--- src/rtl/tl_mon_pkg.sv ---
// -----------------------------------------------------------------------------
// tl_mon_pkg
// Shared constants and helpers for the TileLink link monitor:
//   - A/D channel opcode encodings the monitor cares about
//   - err_vec bit indices
//   - beat-count and opcode-class helper functions
// -----------------------------------------------------------------------------
package tl_mon_pkg;

    // A-channel opcodes
    localparam logic [2:0] A_PUT_FULL    = 3'd0;
    localparam logic [2:0] A_PUT_PARTIAL = 3'd1;
    localparam logic [2:0] A_GET         = 3'd4;

    // D-channel opcodes
    localparam logic [2:0] D_ACCESS_ACK      = 3'd0;
    localparam logic [2:0] D_ACCESS_ACK_DATA = 3'd1;

    // err_vec bit positions
    localparam int ERR_A_UNSTABLE      = 0;
    localparam int ERR_A_SRC_BUSY      = 1;
    localparam int ERR_A_MISALIGN      = 2;
    localparam int ERR_D_UNSTABLE      = 3;
    localparam int ERR_D_NO_REQ        = 4;
    localparam int ERR_D_SIZE_MISMATCH = 5;
    localparam int ERR_TIMEOUT         = 6;
    localparam int ERR_A_OPCODE        = 7;
    localparam int NUM_ERR             = 8;

    // Number of data beats for a transfer of 2^size bytes on a 2^beat_lg byte bus
    function automatic int unsigned beat_count(input int unsigned size,
                                               input int unsigned beat_lg);
        if (size > beat_lg) begin
            return 32'd1 << (size - beat_lg);
        end
        return 32'd1;
    endfunction

    function automatic logic a_has_data(input logic [2:0] op);
        return (op == A_PUT_FULL) || (op == A_PUT_PARTIAL);
    endfunction

    function automatic logic d_has_data(input logic [2:0] op);
        return (op == D_ACCESS_ACK_DATA);
    endfunction

    function automatic logic a_opcode_legal(input logic [2:0] op);
        return (op == A_PUT_FULL) || (op == A_PUT_PARTIAL) || (op == A_GET);
    endfunction

endpackage

--- src/rtl/tl_mon_src_table.sv ---
// -----------------------------------------------------------------------------
// tl_mon_src_table
// Per-source request tracker: one busy bit and one recorded size per source ID.
// Ports:
//   clock, reset_n          - clock, async active-low reset (clears busy/count)
//   set_en/set_src/set_size - mark a source busy and record its size
//   clr_en/clr_src          - release a source
//   a_src -> a_busy         - busy lookup for the A channel
//   d_src -> d_busy, d_size - busy/size lookup for the D channel
//   busy_cnt                - registered popcount of busy
// A set and a clear on the same source in the same cycle leaves it busy.
// -----------------------------------------------------------------------------
module tl_mon_src_table #(
    parameter int SRC_W  = 2,
    parameter int SIZE_W = 4
) (
    input  logic              clock,
    input  logic              reset_n,
    input  logic              set_en,
    input  logic [SRC_W-1:0]  set_src,
    input  logic [SIZE_W-1:0] set_size,
    input  logic              clr_en,
    input  logic [SRC_W-1:0]  clr_src,
    input  logic [SRC_W-1:0]  a_src,
    output logic              a_busy,
    input  logic [SRC_W-1:0]  d_src,
    output logic              d_busy,
    output logic [SIZE_W-1:0] d_size,
    output logic [SRC_W:0]    busy_cnt
);

    localparam int NSRC = 1 << SRC_W;

    logic [NSRC-1:0]   busy_q;
    logic [NSRC-1:0]   busy_next;
    logic [SRC_W:0]    cnt_next;
    logic [SIZE_W-1:0] size_q [NSRC];

    // Clear first, then set, so a same-source swap stays busy
    always_comb begin
        busy_next = busy_q;
        if (clr_en) busy_next[clr_src] = 1'b0;
        if (set_en) busy_next[set_src] = 1'b1;
        cnt_next = '0;
        for (int i = 0; i < NSRC; i++) begin
            cnt_next = cnt_next + (SRC_W+1)'(busy_next[i]);
        end
    end

    always_ff @(posedge clock or negedge reset_n) begin
        if (!reset_n) begin
            busy_q   <= '0;
            busy_cnt <= '0;
        end else begin
            busy_q   <= busy_next;
            busy_cnt <= cnt_next;
        end
    end

    // Size storage is only meaningful while busy, so it carries no reset
    always_ff @(posedge clock) begin
        if (set_en) size_q[set_src] <= set_size;
    end

    assign a_busy = busy_q[a_src];
    assign d_busy = busy_q[d_src];
    assign d_size = size_q[d_src];

endmodule

--- src/rtl/tl_link_monitor.sv ---
// -----------------------------------------------------------------------------
// tl_link_monitor
// Passive TileLink-UL/UH protocol checker watching one A/D channel pair.
// Ports:
//   clock, reset_n                    - clock, async active-low reset
//   a_valid/a_ready/a_opcode/a_size/a_source/a_address - observed A channel
//   d_valid/d_ready/d_opcode/d_size/d_source           - observed D channel
//   err_clear    - synchronous pulse clearing the sticky error state
//   err_vec      - sticky per-check error flags (indices in tl_mon_pkg)
//   err_any      - OR of err_vec
//   first_err    - index of the first error raised since the last clear
//   inflight_cnt - number of source IDs with an outstanding request
// -----------------------------------------------------------------------------
module tl_link_monitor
    import tl_mon_pkg::*;
#(
    parameter int ADDR_W  = 32,
    parameter int SRC_W   = 2,
    parameter int SIZE_W  = 4,
    parameter int BEAT_LG = 3,
    parameter int TIMEOUT = 1024
) (
    input  logic              clock,
    input  logic              reset_n,
    input  logic              a_valid,
    input  logic              a_ready,
    input  logic [2:0]        a_opcode,
    input  logic [SIZE_W-1:0] a_size,
    input  logic [SRC_W-1:0]  a_source,
    input  logic [ADDR_W-1:0] a_address,
    input  logic              d_valid,
    input  logic              d_ready,
    input  logic [2:0]        d_opcode,
    input  logic [SIZE_W-1:0] d_size,
    input  logic [SRC_W-1:0]  d_source,
    input  logic              err_clear,
    output logic [7:0]        err_vec,
    output logic              err_any,
    output logic [2:0]        first_err,
    output logic [SRC_W:0]    inflight_cnt
);

    // Wide enough for the largest burst a SIZE_W size field can describe
    localparam int CNT_W   = ((1 << SIZE_W) > 31) ? 31 : (1 << SIZE_W);
    localparam int STALL_W = $clog2(TIMEOUT + 1);

    function automatic logic [2:0] lowest_set(input logic [NUM_ERR-1:0] v);
        logic [2:0] idx;
        idx = '0;
        for (int i = NUM_ERR - 1; i >= 0; i--) begin
            if (v[i]) idx = 3'(i);
        end
        return idx;
    endfunction

    logic a_fire, d_fire;
    assign a_fire = a_valid & a_ready;
    assign d_fire = d_valid & d_ready;

    // ---- Beat tracking: *_left counts beats still due after the current one
    logic [CNT_W-1:0] a_left, d_left, a_total, d_total;
    logic             a_first, d_first, d_last;

    assign a_total = a_has_data(a_opcode) ? CNT_W'(beat_count(32'(a_size), BEAT_LG)) : CNT_W'(1);
    assign d_total = d_has_data(d_opcode) ? CNT_W'(beat_count(32'(d_size), BEAT_LG)) : CNT_W'(1);
    assign a_first = (a_left == '0);
    assign d_first = (d_left == '0);
    assign d_last  = d_first ? (d_total == CNT_W'(1)) : (d_left == CNT_W'(1));

    always_ff @(posedge clock or negedge reset_n) begin
        if (!reset_n) begin
            a_left <= '0;
            d_left <= '0;
        end else begin
            if (a_fire) a_left <= a_first ? (a_total - CNT_W'(1)) : (a_left - CNT_W'(1));
            if (d_fire) d_left <= d_first ? (d_total - CNT_W'(1)) : (d_left - CNT_W'(1));
        end
    end

    // ---- Source tracker
    logic              set_en, clr_en, a_busy, d_busy;
    logic [SIZE_W-1:0] d_size_rec;

    assign set_en = a_fire & a_first;
    assign clr_en = d_fire & d_last;

    tl_mon_src_table #(
        .SRC_W  (SRC_W),
        .SIZE_W (SIZE_W)
    ) u_src_table (
        .clock    (clock),
        .reset_n  (reset_n),
        .set_en   (set_en),
        .set_src  (a_source),
        .set_size (a_size),
        .clr_en   (clr_en),
        .clr_src  (d_source),
        .a_src    (a_source),
        .a_busy   (a_busy),
        .d_src    (d_source),
        .d_busy   (d_busy),
        .d_size   (d_size_rec),
        .busy_cnt (inflight_cnt)
    );

    // ---- Stage p1: previous-cycle channel snapshot for the stability checks
    logic              a_pend_p1, d_pend_p1;
    logic [2:0]        a_opcode_p1, d_opcode_p1;
    logic [SIZE_W-1:0] a_size_p1, d_size_p1;
    logic [SRC_W-1:0]  a_source_p1, d_source_p1;
    logic [ADDR_W-1:0] a_address_p1;

    always_ff @(posedge clock or negedge reset_n) begin
        if (!reset_n) begin
            a_pend_p1 <= 1'b0;
            d_pend_p1 <= 1'b0;
        end else begin
            a_pend_p1 <= a_valid & ~a_ready;
            d_pend_p1 <= d_valid & ~d_ready;
        end
    end

    always_ff @(posedge clock) begin
        a_opcode_p1  <= a_opcode;
        a_size_p1    <= a_size;
        a_source_p1  <= a_source;
        a_address_p1 <= a_address;
        d_opcode_p1  <= d_opcode;
        d_size_p1    <= d_size;
        d_source_p1  <= d_source;
    end

    // ---- Stall counter: saturates at TIMEOUT while requests wait on D
    logic [STALL_W-1:0] stall_cnt;
    logic               stall_inc;

    assign stall_inc = (inflight_cnt != '0) & ~d_fire;

    always_ff @(posedge clock or negedge reset_n) begin
        if (!reset_n) begin
            stall_cnt <= '0;
        end else if (!stall_inc) begin
            stall_cnt <= '0;
        end else if (stall_cnt != STALL_W'(TIMEOUT)) begin
            stall_cnt <= stall_cnt + STALL_W'(1);
        end
    end

    // ---- Error detection
    logic [ADDR_W-1:0]  a_mask;
    logic [NUM_ERR-1:0] err_new, err_base;

    always_comb begin
        a_mask = '0;
        for (int i = 0; i < ADDR_W; i++) begin
            a_mask[i] = (i < int'(a_size));
        end
    end

    always_comb begin
        err_new = '0;
        err_new[ERR_A_UNSTABLE] = a_pend_p1 & (~a_valid | (a_opcode != a_opcode_p1) |
                                  (a_size != a_size_p1) | (a_source != a_source_p1) |
                                  (a_address != a_address_p1));
        // A same-cycle release of the source makes reuse legal
        err_new[ERR_A_SRC_BUSY] = set_en & a_busy & ~(clr_en & (d_source == a_source));
        err_new[ERR_A_MISALIGN] = set_en & ((a_address & a_mask) != '0);
        err_new[ERR_D_UNSTABLE] = d_pend_p1 & (~d_valid | (d_opcode != d_opcode_p1) |
                                  (d_size != d_size_p1) | (d_source != d_source_p1));
        err_new[ERR_D_NO_REQ]   = d_fire & d_first & ~d_busy;
        // The recorded size is meaningless for an idle source
        err_new[ERR_D_SIZE_MISMATCH] = d_fire & d_first & d_busy & (d_size != d_size_rec);
        err_new[ERR_TIMEOUT]    = (stall_cnt == STALL_W'(TIMEOUT));
        err_new[ERR_A_OPCODE]   = set_en & ~a_opcode_legal(a_opcode);
    end

    // ---- Stage p2: sticky error state; new events land after a coincident clear
    assign err_base = err_clear ? '0 : err_vec;

    always_ff @(posedge clock or negedge reset_n) begin
        if (!reset_n) begin
            err_vec   <= '0;
            first_err <= '0;
        end else begin
            err_vec <= err_base | err_new;
            if ((err_base == '0) && (err_new != '0)) begin
                first_err <= lowest_set(err_new);
            end else if (err_clear) begin
                first_err <= '0;
            end
        end
    end

    assign err_any = |err_vec;

endmodule

--- config.mk ---
export PLATFORM = sky130hd
export DESIGN_NAME = tl_link_monitor
export DESIGN_NICKNAME = d
export VERILOG_FILES = /design/src/rtl/tl_mon_pkg.sv /design/src/rtl/tl_mon_src_table.sv /design/src/rtl/tl_link_monitor.sv
export SDC_FILE = /design/constraint.sdc
export NUM_CORES = 1
export LEC_CHECK = 0
export CAP_MARGIN = 20
export CORE_ASPECT_RATIO = 1.25
export CORE_UTILIZATION = 55
export CTS_CLUSTER_SIZE = 8
export DETAILED_ROUTE_END_ITERATION = 8
export HOLD_SLACK_MARGIN = 0.08
export PLACE_DENSITY = 0.78
export SLEW_MARGIN = 40
export SYNTH_ARGS = -nofsm -noshare
export SYNTH_HDL_FRONTEND = slang
export SYNTH_SLANG_ARGS = --single-unit
--- constraint.sdc ---
create_clock -name clock -period 5.3 [get_ports clock]
set_clock_uncertainty 0.05 [all_clocks]
set_input_delay 0.53 -clock clock [delete_from_list [all_inputs] [get_ports clock]]
set_output_delay 0.53 -clock clock [all_outputs]
set_load 0.005 [all_outputs]
## After elaboration in Yosys (flattened, before gate mapping)

Memories as Yosys holds them, arrays and structs flattened.
Index checks and enable logic that the tools add are counted.

- RAM bits: 16
- Register bits after elaboration: 113
- Logic and storage cells: 155
- Memories: 1
- Output and inout bits: 15

Memories:

| name | depth | bits a word | rd ports | clocked after Yosys merged registers in | write ports | line | source |
|---|---|---|---|---|---|---|---|
| u_src_table.size_q | 4 | 4 | 1 | 0 | 1 | tl_mon_src_table.sv:37 | `logic [SIZE_W-1:0] size_q [NSRC];` |

- Muxes and demuxes: 36
- Reduce and logical (&&, ||, !) cells: 14
- Equal/unequal tests: 17
- $lt $le $gt $ge: 21
- Shift-type cells: 2
- $add $sub $neg: 10
- Bitwise operators: 38

Operators by type and width:

| cell | count |
|---|---|
| 16-bit 2-to-1 mux | 8 |
| 1-bit by 32-bit << shifter with 16-bit output, first input constant | 2 |
| 16-bit by 1-bit subtractor with 16-bit output, second input constant | 4 |
| 32-bit by 15-bit AND with 32-bit output | 1 |
| 16-bit by 1-bit equality test with 1-bit output, second input constant | 2 |
| 16-bit zero test | 2 |
| 32-bit inequality test | 1 |
| 32-bit nonzero test | 1 |
| 3-bit 2-to-1 mux | 10 |
| 4-bit less-than comparator, first input constant | 7 |
| 11-bit 2-to-1 mux | 2 |
| 1-bit AND | 18 |
| 3-bit by 4-bit less-than comparator with 1-bit output, first input constant | 4 |
| 4-bit inequality test | 3 |
| 11-bit by 1-bit adder with 11-bit output, second input constant | 1 |
| 11-bit equality test, second input constant | 1 |
| 11-bit inequality test, second input constant | 1 |
| 4-bit by 2-bit subtractor with 5-bit output, second input constant | 2 |
| 1-bit 2-to-1 mux | 9 |
| 4-bit by 2-bit greater-than comparator with 1-bit output, second input constant | 2 |
| 8-bit zero test | 1 |
| 1-bit by 4-bit less-than comparator with 1-bit output, first input constant | 2 |
| 2-bit by 4-bit less-than comparator with 1-bit output, first input constant | 2 |
| 4-bit 2-to-1 mux | 2 |
| other kinds (26) | 50 |

## Depth between registers and ports, before layout

- Word-level depth: 14
- Gate-level depth with buffers: 17

## Cells and area by module

Synthesis repeated with hierarchy kept, for this count alone.

- Cell total of the unflattened synthesis: 662
- Area total of the unflattened synthesis: 6,537.5 um^2

Modules (own cells, without submodules):

| module | cells each | area an instance (um^2) | seq. area each (um^2) | times used |
|---|---|---|---|---|
| tl_link_monitor | 616 | 5,600.4 | 2,402.3 | 1 |
| tl_mon_src_table | 46 | 937.1 | 655.6 | 1 |

## Least setup slack after synthesis

No wires, ideal clock.

- Path type: in2reg
- Start: input port d_size[0]
- End: register u_src_table.busy_cnt[1]
- Path slack: 1.578 ns
- Buffers on the path: 1
- Arrival: 3.546 ns
- Required time: 5.124 ns
- Library setup time: 0.126 ns
- Stages on the path: 17
- Cells stage by stage: ha_1 clkbuf_1 or3_1 and2_1 inv_1 or4_1 ha_1 o32ai_1 a21oi_2 nand3_1 or3_1 a21o_1 ha_1 inv_1 fa_1 inv_1 ha_1

- Cells in the longest elaborated chain, start to end: 14
- Elaborated cells between the ends (all ways): 16

Ends and longest elaborated chain:

| element | line | source |
|---|---|---|
| start, declared | tl_link_monitor.sv:34 | `input logic [SIZE_W-1:0] d_size,` |
| 4-bit by 2-bit subtractor with 5-bit output | tl_mon_pkg.sv:34 | `return 32'd1 << (size - beat_lg);` |
| 1-bit by 32-bit << shifter with 16-bit output | tl_mon_pkg.sv:34 |  |
| 16-bit 2-to-1 mux | tl_mon_pkg.sv:33 | `if (size > beat_lg) begin` |
| 16-bit 2-to-1 mux (*) | tl_mon_pkg.sv:36 | `return 32'd1;` |
| 16-bit 2-to-1 mux (*) | tl_link_monitor.sv:65 | `assign d_total = d_has_data(d_opcode) ? CNT_W'(beat_count(32'(d_size), BEAT_LG)) : CNT_W'(1);` |
| 16-bit by 1-bit equality test with 1-bit output (*) | tl_link_monitor.sv:68 | `assign d_last = d_first ? (d_total == CNT_W'(1)) : (d_left == CNT_W'(1));` |
| 1-bit 2-to-1 mux (*) | tl_link_monitor.sv:68 |  |
| 1-bit AND (*) | tl_link_monitor.sv:85 | `assign clr_en = d_fire & d_last;` |
| 4-bit 2-to-1 mux (*) | tl_mon_src_table.sv:42 | `if (clr_en) busy_next[clr_src] = 1'b0;` |
| 4-bit OR (no line) | - |  |
| 4-bit 2-to-1 mux (*) | tl_mon_src_table.sv:43 | `if (set_en) busy_next[set_src] = 1'b1;` |
| via u_src_table.busy_next[0] | tl_mon_src_table.sv:35 | `logic [NSRC-1:0] busy_next;` |
| 1-bit by 1-bit adder with 2-bit output (*) | tl_mon_src_table.sv:46 | `cnt_next = cnt_next + (SRC_W+1)'(busy_next[i]);` |
| 3-bit by 1-bit adder with 3-bit output (*) (2 in series) | tl_mon_src_table.sv:46 |  |
| via u_src_table.cnt_next[1] | tl_mon_src_table.sv:36 | `logic [SRC_W:0] cnt_next;` |
| end signal, assigned | tl_mon_src_table.sv:56 | `busy_cnt <= cnt_next;` |
| end, declared | tl_mon_src_table.sv:29 | `output logic [SRC_W:0] busy_cnt` |

The timed path passes the listed nets; every way through them passes the cells marked *.
A chain may end at the register's enable or synchronous reset.

## Worst setup path in the final report

- Start: input port d_size[1]
- End: register u_src_table.busy_cnt[1]

The elaborated chain is that of the path after synthesis.

==> impl_metrics.env <==
export IMPL_rsz0062_at_grt="no"
export IMPL_yosysSeqAreaShare_pct=45.50
export IMPL_netlist_area_um2=6720
export IMPL_io_buffer_count=71
export IMPL_power_density_nw_per_um2=370.0
export IMPL_grt_overflow=0
export IMPL_fin_crit_ns=4.132
export IMPL_final_fill_count=952
export IMPL_cts_buffer_depth=2
export IMPL_firstDrtPassIters=5
export IMPL_syn_inst=695
export IMPL_register_area_um2=3058
export IMPL_insertion_delay_ns=0.43
export IMPL_setup_viol=0
export IMPL_yosys_top_cells_area="dfrtp_1 (23%), dfxtp_1 (15%), edfxtp_1 (7.1%)"
export IMPL_synth_most_common_cell="nor2_1"
export IMPL_tns_ns=0
export IMPL_drive_gt1_share_pct=8.355
export IMPL_final_antenna_net_count=0
export IMPL_htree_levels=4
export IMPL_synth_async_reset_ratio_pct=48.84
export IMPL_p_leak_nw=3.317
export IMPL_wirelength_mm=15.87
export IMPL_initial_core_util_pct=57.04
export IMPL_p_total_mw=3.022
export IMPL_peakVddDrop_mv=0.2487
export IMPL_slew_viol_final=0
export IMPL_fin_cells=939
export IMPL_yosysTopAreaCell="dfrtp_1"
export IMPL_path_max_fanout=11
export IMPL_cts_tree="done"
export IMPL_grt_use_total_pct=27.06
export IMPL_diodes=0
export IMPL_outcome="complete, no violations"
export IMPL_synth_top_cell_area_share_pct=23.46
export IMPL_synth_seq_cells=129
export IMPL_utilization_pct=69.32
export IMPL_clock_sinks=129
export IMPL_cts_resized=0
export IMPL_synth_fp_nets=765
export IMPL_relSlewSlack_pct=47.31
export IMPL_clock_fmax_mhz=242.0
export IMPL_holdWs_ns=0.4374
export IMPL_synthFlopType="dfrtp_1"
export IMPL_cp_end_kind="register"
export IMPL_grt_pass1_wl_mm=26.63
export IMPL_avgSynthCellArea_um2=9.669
export IMPL_area_growth_pct=21.52
export IMPL_viasPerCell=5.872
export IMPL_chipHeight_um=125.6
export IMPL_hold_viol_final=0
export IMPL_clkTransAtPathRegs_ns=0.06
export IMPL_cp_arrival_ns=4.39
export IMPL_antenna_found_initial=0
export IMPL_min_path_type="input pin to async pin"
export IMPL_core_area_um2=11780
export IMPL_dp_cells=906
export IMPL_worst_ep_required_time_ns=5.56
export IMPL_numCtsBuffers=17
export IMPL_hpwlAfterDp_mm=11.78
export IMPL_boundaryPins=72
export IMPL_grt_max_degree=56
export IMPL_die_width_um=100.9
export IMPL_netlist_top_cells_count="nor2_1 (71), dfrtp_1 (63), dfxtp_1 (50)"
export IMPL_drc=0
export IMPL_ys_warn_count=0
export IMPL_multiInputGateArea_um2=3417
export IMPL_drt_iter0_drc=190
export IMPL_gp_congestion=0.9264
export IMPL_rows=44
export IMPL_start_kind="input pin"
export IMPL_wire_per_inst_um=16.90
export IMPL_tightestPinTransition_ns=0.7856
export IMPL_synth_cell_types=84
export IMPL_root_buffer="clkbuf_16"
export IMPL_maxCapViolations=0
export IMPL_synth_edf_count=16
export IMPL_worstSetupPathType="input pin to register"
export IMPL_grt_pass1_vias=5697
export IMPL_finalCritPeriodShare_pct=77.97
export IMPL_vias=5514
export IMPL_fin_nets=835
export IMPL_die_area_um2=12670
## critical path, stage by stage
cell             delay, ns
clkdlybuf4s50_1       0.56
ha_1                  0.38
or3_1                 0.38
and2_1                0.20
inv_1                 0.09
or4_1                 0.14
ha_1                  0.16
o32ai_1               0.09
a21oi_2               0.17
nand3_1               0.16
or3_1                 0.34
a21o_1                0.20
ha_1                  0.27
inv_1                 0.05
fa_1                  0.38
inv_1                 0.06
ha_1                  0.22
## path summary, 6_finish.rpt
| check | startpoint | slack (ns) | endpoint | cells past startpoint |
|---|---|---|---|---|
| worst min register to register | a_left[13]$_DFFE_PN0P_ | 0.47 | a_left[13]$_DFFE_PN0P_ | 1 |
| max in group asynchronous | reset_n | 3.81 | a_left[15]$_DFFE_PN0P_ | 3 |
| worst max-delay path | d_size[1] | 1.17 | u_src_table.busy_cnt[1]$_DFF_PN0_ | 17 |
| worst min-delay path | reset_n | 0.44 | d_left[13]$_DFFE_PN0P_ | 2 |
| min in group clock | a_left[13]$_DFFE_PN0P_ | 0.47 | a_left[13]$_DFFE_PN0P_ | 1 |
| worst max register to register | a_left[2]$_DFFE_PN0P_ | 1.84 | u_src_table.busy_cnt[1]$_DFF_PN0_ | 10 |
## per-layer routing
layer | global-route usage, % | share of wire [%] | vias up
li1 | - | - | 2662
met1 | 30.39 | 40 | 2650
met2 | 48.19 | 53 | 162
met3 | 5.422 | 4.5 | 40
met4 | 13.30 | 3.1 | 0
met5 | 0 | 0 | -
## registers in the layout (all words and copies together) (netlist names)
name	flops
stall_cnt	11
d_size_p1	4
u_src_table.busy_q	4
u_src_table.size_q	16
d_left	16
d_opcode_p1	3
d_source_p1	2
a_pend_p1	1
a_opcode_p1	3
a_address_p1	32
u_src_table.busy_cnt	3
a_left	16
first_err	3
a_source_p1	2
a_size_p1	4
d_pend_p1	1
err_vec	8
## report_power, final
group	leakage (nW)	internal, mW	switching, mW	total (mW)
clock	0.298	0.748	0.463	1.21
sequential	1.40	1.12	0.123	1.24
combinational	1.62	0.251	0.316	0.567
total	3.32	2.12	0.902	3.02
## what timing repair did
action	4_1_cts	5_1_grt
hold buffers	1	0
buffers inserted	0	0
endpoints found under the hold margin	8	0
endpoints found under the setup margin	0	0
## through the flow
stage / cell area (µm²) / setup WS [ns]
floorplan: 6720 / 1.578
global placement: 7537 / 0.8696
detailed placement: 7542 / 0.7686
CTS: 8162 / 1.200
global route: 8167 / 0.8979
finish: 8167 / 1.168
## layout make-up
type | instances | share of cell area [%]
Timing Repair Buffer | 75 | 9.039
Sequential cell | 129 | 37.44
Tap cell | 161 | 2.467
Clock inverter | 14 | 2.206
Inverter | 38 | 1.747
Multi-Input combinational cell | 504 | 41.84
Clock buffer | 18 | 5.255
## cell usage in the layout (no fill, tap or decap), types with 6 or more instances in the layout
master / n
edfxtp_1: 16
and3_1: 8
o31ai_1: 6
dfxtp_1: 50
clkbuf_16: 17
o21ai_0: 26
nor2_1: 71
ha_1: 12
xnor2_1: 24
or3_1: 7
nand3_1: 19
a31oi_1: 8
inv_1: 37
a21o_1: 9
nor3_1: 26
dfrtp_1: 63
nand4_1: 13
a21oi_1: 31
mux2i_1: 11
clkdlybuf4s50_1: 70
nor4_1: 16
and2_1: 10
xor2_1: 45
nand2_1: 41
nand2b_1: 7
o21ai_1: 6
## cells by family after synthesis
logic type,share of synthesized area (%)
simple gates,19.05
compound gates,15.25
flops,45.50
xor+xnor,9.886
buf+inv,3.798
mux,3.984
fa+ha+maj,2.532
Note: power is estimated with default switching activity, not from simulation.
